==> config.mk <==
export PLATFORM = sky130hd
export DESIGN_NAME = stream_seq_source_flat
export DESIGN_NICKNAME = d
export VERILOG_FILES = /design/src/rtl/stream_seq_source_if.sv /design/src/rtl/stream_seq_source.sv /design/src/flat_wrapper.sv
export SDC_FILE = /design/constraint.sdc
export NUM_CORES = 1
export LEC_CHECK = 0
export BUFFER_PORTS_ARGS = -buffer_cell sky130_fd_sc_hd__buf_2
export CAP_MARGIN = 20
export CORE_MARGIN = 2
export CORE_UTILIZATION = 56
export CTS_CLUSTER_DIAMETER = 120
export CTS_CLUSTER_SIZE = 28
export DETAILED_ROUTE_END_ITERATION = 12
export PLACE_DENSITY = 0.81
export SLEW_MARGIN = 20
export SYNTH_ARGS = -nofsm -noshare
export SYNTH_HDL_FRONTEND = slang
export SYNTH_SLANG_ARGS = --single-unit
==> constraint.sdc <==
create_clock -name ap_clk -period 3.6 [get_ports ap_clk]
set_input_delay 0.18 -clock ap_clk [delete_from_list [all_inputs] [get_ports ap_clk]]
set_output_delay 0.18 -clock ap_clk [all_outputs]
set_load 0.01 [all_outputs]
==> src/rtl/stream_seq_source_if.sv <==
`default_nettype none
// ============================================================================
// Module      : stream_seq_source_if
// Description : FIFO-read-side stream bundle. The master presents a token on
//               s_dout qualified by s_empty_n; the slave pops it with s_read.
//               The stream word is {eot, payload}, with the EOT flag in the MSB.
// Revision    : 1.0 - initial release
// ============================================================================
interface stream_seq_source_if #(
    parameter int DATA_WIDTH = 32
);
    logic [DATA_WIDTH:0] s_dout;
    logic                s_empty_n;
    logic                s_read;

    modport master (
        output s_dout,
        output s_empty_n,
        input  s_read
    );

    modport slave (
        input  s_dout,
        input  s_empty_n,
        output s_read
    );
endinterface
`default_nettype wire

==> src/rtl/stream_seq_source.sv <==
`default_nettype none
// ============================================================================
// Module      : stream_seq_source
// Description : ap_ctrl_hs-started stream source. It emits n arithmetic
//               tokens (base, base+step, ...), with the payload wrapping
//               modulo 2^DATA_WIDTH, followed by one EOT token {1'b1, 0}.
//               The stream outputs are driven only from registers.
// Revision    : 1.0 - initial release
// ============================================================================
module stream_seq_source #(
    parameter int DATA_WIDTH  = 32,
    parameter int COUNT_WIDTH = 64
) (
    input  wire logic                   ap_clk,
    input  wire logic                   ap_rst_n,
    input  wire logic                   ap_start,
    output logic                        ap_ready,
    output logic                        ap_done,
    output logic                        ap_idle,
    input  wire logic [COUNT_WIDTH-1:0] n,
    input  wire logic [DATA_WIDTH-1:0]  base,
    input  wire logic [DATA_WIDTH-1:0]  step,
    stream_seq_source_if.master         s
);

    typedef enum logic [1:0] {
        ST_IDLE = 2'd0,
        ST_DATA = 2'd1,
        ST_EOT  = 2'd2
    } state_t;

    localparam logic [COUNT_WIDTH-1:0] C_ONE  = COUNT_WIDTH'(1);
    localparam logic [COUNT_WIDTH-1:0] C_ZERO = '0;

    state_t                  r_state;
    logic [COUNT_WIDTH-1:0]  r_remaining;
    logic [DATA_WIDTH-1:0]   r_step;
    logic [DATA_WIDTH-1:0]   r_payload;
    logic                    r_eot;
    logic                    r_empty_n;
    logic                    r_ready;
    logic                    r_done;
    logic                    r_idle;

    // A pop only counts while a token is actually being presented.
    logic                    w_pop;
    assign w_pop = s.s_read && r_empty_n;

    // Control FSM: handshake, token counter and output token register together.
    always_ff @(posedge ap_clk or negedge ap_rst_n) begin
        if (!ap_rst_n) begin
            r_state     <= ST_IDLE;
            r_remaining <= C_ZERO;
            r_step      <= '0;
            r_payload   <= '0;
            r_eot       <= 1'b0;
            r_empty_n   <= 1'b0;
            r_ready     <= 1'b0;
            r_done      <= 1'b0;
            r_idle      <= 1'b1;
        end else begin
            r_ready <= 1'b0;
            r_done  <= 1'b0;
            case (r_state)
                ST_IDLE: begin
                    if (ap_start) begin
                        r_remaining <= n;
                        r_step      <= step;
                        r_ready     <= 1'b1;
                        r_idle      <= 1'b0;
                        r_empty_n   <= 1'b1;
                        if (n != C_ZERO) begin
                            r_eot     <= 1'b0;
                            r_payload <= base;
                            r_state   <= ST_DATA;
                        end else begin
                            r_eot     <= 1'b1;
                            r_payload <= '0;
                            r_state   <= ST_EOT;
                        end
                    end
                end
                ST_DATA: begin
                    if (w_pop) begin
                        if (r_remaining == C_ONE) begin
                            r_eot     <= 1'b1;
                            r_payload <= '0;
                            r_state   <= ST_EOT;
                        end else begin
                            r_payload   <= r_payload + r_step;
                            r_remaining <= r_remaining - C_ONE;
                        end
                    end
                end
                ST_EOT: begin
                    if (w_pop) begin
                        r_eot     <= 1'b0;
                        r_payload <= '0;
                        r_empty_n <= 1'b0;
                        r_done    <= 1'b1;
                        r_idle    <= 1'b1;
                        r_state   <= ST_IDLE;
                    end
                end
                default: begin
                    r_empty_n <= 1'b0;
                    r_idle    <= 1'b1;
                    r_state   <= ST_IDLE;
                end
            endcase
        end
    end

    assign s.s_dout    = {r_eot, r_payload};
    assign s.s_empty_n = r_empty_n;
    assign ap_ready    = r_ready;
    assign ap_done     = r_done;
    assign ap_idle     = r_idle;

endmodule
`default_nettype wire

==> src/flat_wrapper.sv <==
// flat-port wrapper written by rule: the top's interface ports become plain ports
module stream_seq_source_flat 
#(
    parameter int DATA_WIDTH  = 32,
    parameter int COUNT_WIDTH = 64
)
  (ap_clk, ap_rst_n, ap_start, ap_ready, ap_done, ap_idle, n, base, step, s_s_dout, s_s_empty_n, s_s_read);
  stream_seq_source_if #(.DATA_WIDTH(DATA_WIDTH)) s_i ();
  input  wire logic ap_clk;
  input  wire logic ap_rst_n;
  input  wire logic ap_start;
  output logic ap_ready;
  output logic ap_done;
  output logic ap_idle;
  input  wire logic [COUNT_WIDTH-1:0] n;
  input  wire logic [DATA_WIDTH-1:0] base;
  input  wire logic [DATA_WIDTH-1:0] step;
  output wire logic [$bits(s_i.s_dout)-1:0] s_s_dout;
  output wire logic [$bits(s_i.s_empty_n)-1:0] s_s_empty_n;
  input wire logic [$bits(s_i.s_read)-1:0] s_s_read;
  assign s_s_dout = s_i.s_dout;
  assign s_s_empty_n = s_i.s_empty_n;
  assign s_i.s_read = s_s_read;
  stream_seq_source #(.DATA_WIDTH(DATA_WIDTH), .COUNT_WIDTH(COUNT_WIDTH)) u_core (.ap_clk(ap_clk), .ap_rst_n(ap_rst_n), .ap_start(ap_start), .ap_ready(ap_ready), .ap_done(ap_done), .ap_idle(ap_idle), .n(n), .base(base), .step(step), .s(s_i));
endmodule
# Word level (Yosys, flattened, before mapping)
# Cells that the tools add are included.
totals:
  ff_bits: 135
  in_bits: 132
  output_inout_bits: 37
  elab_cells: 62
op_classes:
  n_addsub: 2
  eq_ne: 8
  mux: 31
  bitwise: 1
  n_reduce_logical: 11
op_table:
  columns: ["operator", "n"]
  rows:
  - ["64-bit 2-to-1 mux", 3]
  - ["32-bit 2-to-1 mux", 5]
  - ["64-bit one-hot mux with 2 select lines", 1]
  - ["32-bit one-hot mux with 3 select lines", 1]
  - ["64-bit by 1-bit == test with 1-bit output (second input constant)", 1]
  - ["64-bit nonzero test", 1]
  - ["64-bit by 1-bit subtractor with 64-bit output (second input constant)", 1]
  - ["32-bit adder", 1]
  - ["1-bit 2-to-1 mux", 12]
  - ["4-bit AND reduction", 3]
  - ["2-bit 2-to-1 mux", 5]
  - ["1-bit one-hot mux with 3 select lines", 3]
  - ["2-bit by 1-bit != test with 1-bit output (second input constant)", 3]
  - ["2-bit one-hot mux with 3 select lines", 1]
  - ["5-bit AND reduction", 1]
  - ["2-bit != test (second input constant)", 2]
  - ["3-bit AND reduction", 1]
  - ["3-bit nonzero test", 1]
  - ["2-bit by 1-bit == test with 1-bit output (second input constant)", 1]
  - ["2-bit == test (second input constant)", 1]
  - ["2-bit logical NOT", 1]
  - ["2-bit AND reduction", 1]
  - ["2-bit nonzero test", 1]
  - ["1-bit logical AND", 1]
  - ["1-bit inverter", 1]

# Longest topological paths before layout
logic_depth:
  depth_word: 4
  mapped_depth: 12
  depth_no_buf: 12

# Worst setup path before layout
# No wires, ideal clock.
synth_path:
  kind: "reg2reg"
  startpoint: "register u_core.r_payload[0]"
  endpoint: "register u_core.r_payload[30]"
  setup_time_ps: 126
  arrival_ps: 2884
  t_required_ps: 3474
  path_slack_ps: 590
  path_stages_with_launch: 13
  n_path_buf: 0
  synth_period_minus_slack_ps: 3010
  cell_sequence: "dfrtp_1 -> ha_1 -> inv_1 -> fa_1 -> nand2b_1 -> a21oi_1 -> o31ai_1 -> o311a_1 -> o31ai_1 -> a311oi_1 -> xnor2_1 -> a221oi_1 -> nor2_1"
synth_between:
  elab_chain_cells: 4
synth_lines:
  columns: ["element", "line", "source"]
  rows:
  - ["start, declared", "stream_seq_source.sv:38", "logic [DATA_WIDTH-1:0] r_payload;"]
  - ["start signal, assigned", "stream_seq_source.sv:74", "r_payload <= base;"]
  - ["start signal, assigned", "stream_seq_source.sv:90", "r_payload <= r_payload + r_step;"]
  - ["32-bit adder", "stream_seq_source.sv:90", null]
  - ["32-bit 2-to-1 mux", "stream_seq_source.sv:85", "if (r_remaining == C_ONE) begin"]
  - ["32-bit 2-to-1 mux", "stream_seq_source.sv:84", "if (w_pop) begin"]
  - ["32-bit one-hot mux with 3 select lines", "stream_seq_source.sv:64", "case (r_state)"]
# Every way passes these cells. The select of a mux whose other input is x is not followed.
# A chain may end at the register's enable or synchronous reset.

# Worst setup path after layout
# Same ends and word-level chain as after synthesis.

==> results.py <==
metrics = {
    "grt": {
        "grt_pass1_wl_um": 41400,
        "grt_start_max_net_pins": 107,
        "track_usage_pct": 31.3,
        "overflow": 0,
        "antenna_found_initial": 0,
        "grt_pass1_vias": 8495,
    },
    "routing": {
        "vias": 8887,
        "antenna_left": 0,
        "finalWirelength_um": 25800,
        "drcViolationCount": 0,
        "routed_via_density": 6.37,
        "drtIter0Drc": 894,
        "firstDrtPassIters": 7,
        "wire_per_inst_um": 18.5,
    },
    "timing": {
        "slew_headroom_pct": 34.6,
        "rsz0062_at_grt": "false",
        "min_period_ps": 3330,
        "setup_viol": 0,
        "layout_setup_ws_ps": 266,
        "finalCritPeriodShare_pct": 92.6,
        "max_freq_mhz": 300,
        "clock_skew_ps": 9.06,
        "hold_violations": 0,
        "finalSetupTns_ps": 0,
        "slew_viol_final": 0,
        "worst_pin_slew_ps": 981,
    },
    "place": {
        "dp_hpwl_um": 18200,
        "place_ws_ps": 311,
        "gp_congestion": 0.931,
        "port_buffers": 168,
    },
    "flow_run": {
        "cap_violations": 0,
    },
    "floorplanning": {
        "rows": 45,
        "core_area_um2": 15200,
        "io_pins": 169,
        "die_h_um": 129,
        "start_util_pct": 57.3,
        "die_x_um": 129,
        "dieArea_um2": 16600,
    },
    "synthesis": {
        "syn_area_per_cell_um2": 8.67,
        "async_flop_share_pct": 100,
        "synth_area_um2": 8720,
        "synth.area.top_cells": "dfrtp_1 (38%), a21oi_1 (5.5%), ha_1 (5.3%), o21ai_0 (4.8%), mux2_2 (4.4%)",
        "yosys.cell_types.count": 63,
        "synthFlopType": "dfrtp_1",
        "yosysSeqAreaShare_pct": 38.8,
        "synth-edff-count": 0,
        "yosysWarnings": 0,
        "yosysTopAreaCell": "dfrtp_1",
        "yosysMostFrequentCell": "dfrtp_1",
        "syn-num-nets": 1175,
        "synth_top_area_share_pct": 38.5,
        "synthTopCellsByCount": "dfrtp_1 (134), a21oi_1 (96), nor2_1 (85)",
        "synth_cells": 1005,
        "synth_seq_cells": 135,
    },
    "clock_network": {
        "cts_tree": "built",
        "cts.sinks": 135,
        "cts_buffers": 17,
        "cts_root_buf": "clkbuf_16",
        "path_clk_slew_ps": 60,
        "ctsLongestPathBuffers": 2,
        "worstSkewPairLatency_ps": 430,
        "cts_max_level": 4,
    },
    "setup_path": {
        "r2r_end": "u_core.r_payload[30]",
        "rr_worst_depth": 12,
        "startpoint_type": "register",
        "crit_fanout": 3,
        "crit_path_end_kind": "register",
        "crit_path_end": "u_core.r_payload[30]",
        "path_class": "reg2reg",
        "rr_startpoint": "u_core.r_payload[0]",
        "arrival_ps": 3640,
        "crit_start": "u_core.r_payload[0]",
        "r2r_slack_ps": 270,
        "required_ps": 3900,
    },
    "pwr": {
        "p_per_area_nw_per_um2": 1070,
        "leakagePower_nw": 4.65,
        "vdd_drop_max_v": 0.000453,
    },
    "min_path": {
        "hold_class": "in2reg",
    },
    "finish": {
        "nets": 1365,
        "diodes": 0,
        "fill_cells": 1208,
        "seqCellArea_um2": 3380,
        "multi_input_area_um2": 5000,
        "syn_to_final_growth_pct": 22.3,
        "drive_gt1_share_pct": 22.6,
    },
    "run_status": {
        "status": "finished, final reports clean",
    },
}
layout make-up:
type | instances | share of cell area (%)
tap | 188 | 2.21
clock buffer | 24 | 4.61
inverter | 28 | 0.986
sequential | 135 | 31.7
multi-input combinational | 786 | 46.9
timing repair buffer | 227 | 12.9
clock inverter | 8 | 0.669
worst max-delay path, stage by stage, from the launching register on:
cell and delay (ps):
dfrtp_1 360, ha_1 190, inv_1 60, fa_1 370
nand2b_1 190, a21oi_1 270, o31ai_1 150, o311a_1 410
o31ai_1 520, a311oi_1 200, xnor2_1 150, a221oi_1 270
nor2_1 60
flip-flops by register name, summed over array words and instances (netlist names):
| signal | flops |
|---|---|
| u_core.r_remaining | 64 |
| u_core.r_payload | 32 |
| u_core.r_step | 32 |
| u_core.r_state | 2 |
| u_core.ap_done | 1 |
| u_core.ap_idle | 1 |
| u_core.ap_ready | 1 |
| u_core.r_eot | 1 |
| u_core.s.s_empty_n | 1 |
power breakdown:
part           switching [mW]  total [mW]  leakage (nW)  internal, mW
Clock                   0.658        1.68         0.280          1.02
Sequential              0.790        3.09          1.61          2.30
Combinational            3.89        6.68          2.76          2.80
Total                    5.34        11.5          4.65          6.12
per-stage QoR:
stage / instance area (um2) / hold WS, ps / power (mW) / std cells / utilization [%]
after detailed placement: 9800 / 375 / 9.62 / 1335 / 64.5
final: 10700 / 4.16 / 11.5 / 1396 / 70.1
after global placement: 9800 / 380 / 9.45 / 1335 / 64.5
after floorplan: 8720 / -116 / 7.83 / 1005 / -
after CTS: 10700 / 0.492 / 11.4 / 1396 / 70.1
after global routing: 10700 / 1.34 / 12.4 / 1396 / 70.1
cell usage in the layout (no fill, tap or decap), types with 17 or more instances in the layout:
master         synthesis  routed
o21ai_0               84      84
or3_1                 17      17
inv_1                 28      28
mux2_2                34      34
nand3_1               36      36
dlygate4sd3_1          0      29
a22oi_1               30      30
dfrtp_1              134     134
nor2_1                85      83
o22ai_1               26      26
nor4_1                33      33
clkbuf_16              0      17
a221oi_1              18      18
a21oi_1               96      96
buf_4                  1      29
ha_1                  37      37
buf_2                 11     167
nor3_1                41      41
nand2_1               63      63
cell families after synthesis:
kind of cell    after synthesis  synth area share [%]
buf+inv                      84                  4.08
compound gates              336                  23.8
xor+xnor                     25                  2.51
simple gates                350                  20.5
flops                       135                  38.8
fa+ha+maj                    38                  5.54
mux                          37                  4.74
layer usage:
| layer | global-route usage [%] | wire length [um] | part of all wire (%) |
|---|---|---|---|
| met2 | 52.9 | 12400 | 48 |
| met5 | 0 | 0 | 0 |
| met4 | 12.1 | 815 | 3.2 |
| met1 | 39.7 | 10800 | 42 |
| met3 | 6.07 | 1790 | 7.0 |
how the worst min path moves through the flow:
stage | startpoint | endpoint | slack, ps | depth (start not counted)
after floorplan | ap_rst_n | u_core.ap_done | -120 | 0
after global placement | ap_rst_n | u_core.r_payload[10] | 380 | 1
after detailed placement | ap_rst_n | u_core.r_step[11] | 380 | 1
after CTS | step[4] | u_core.r_step[4] | 0.5 | 2
after global routing | step[4] | u_core.r_step[4] | 1 | 2
final | step[9] | u_core.r_step[9] | 4 | 2
repair_timing:
action | CTS | global route
buffers inserted | 0 | 0
setup endpoints to repair | 0 | 0
hold buffers | 29 | 0
hold endpoints to repair | 131 | 0
gates resized for setup | 0 | 0
Note: power is estimated with default switching activity, not from simulation.
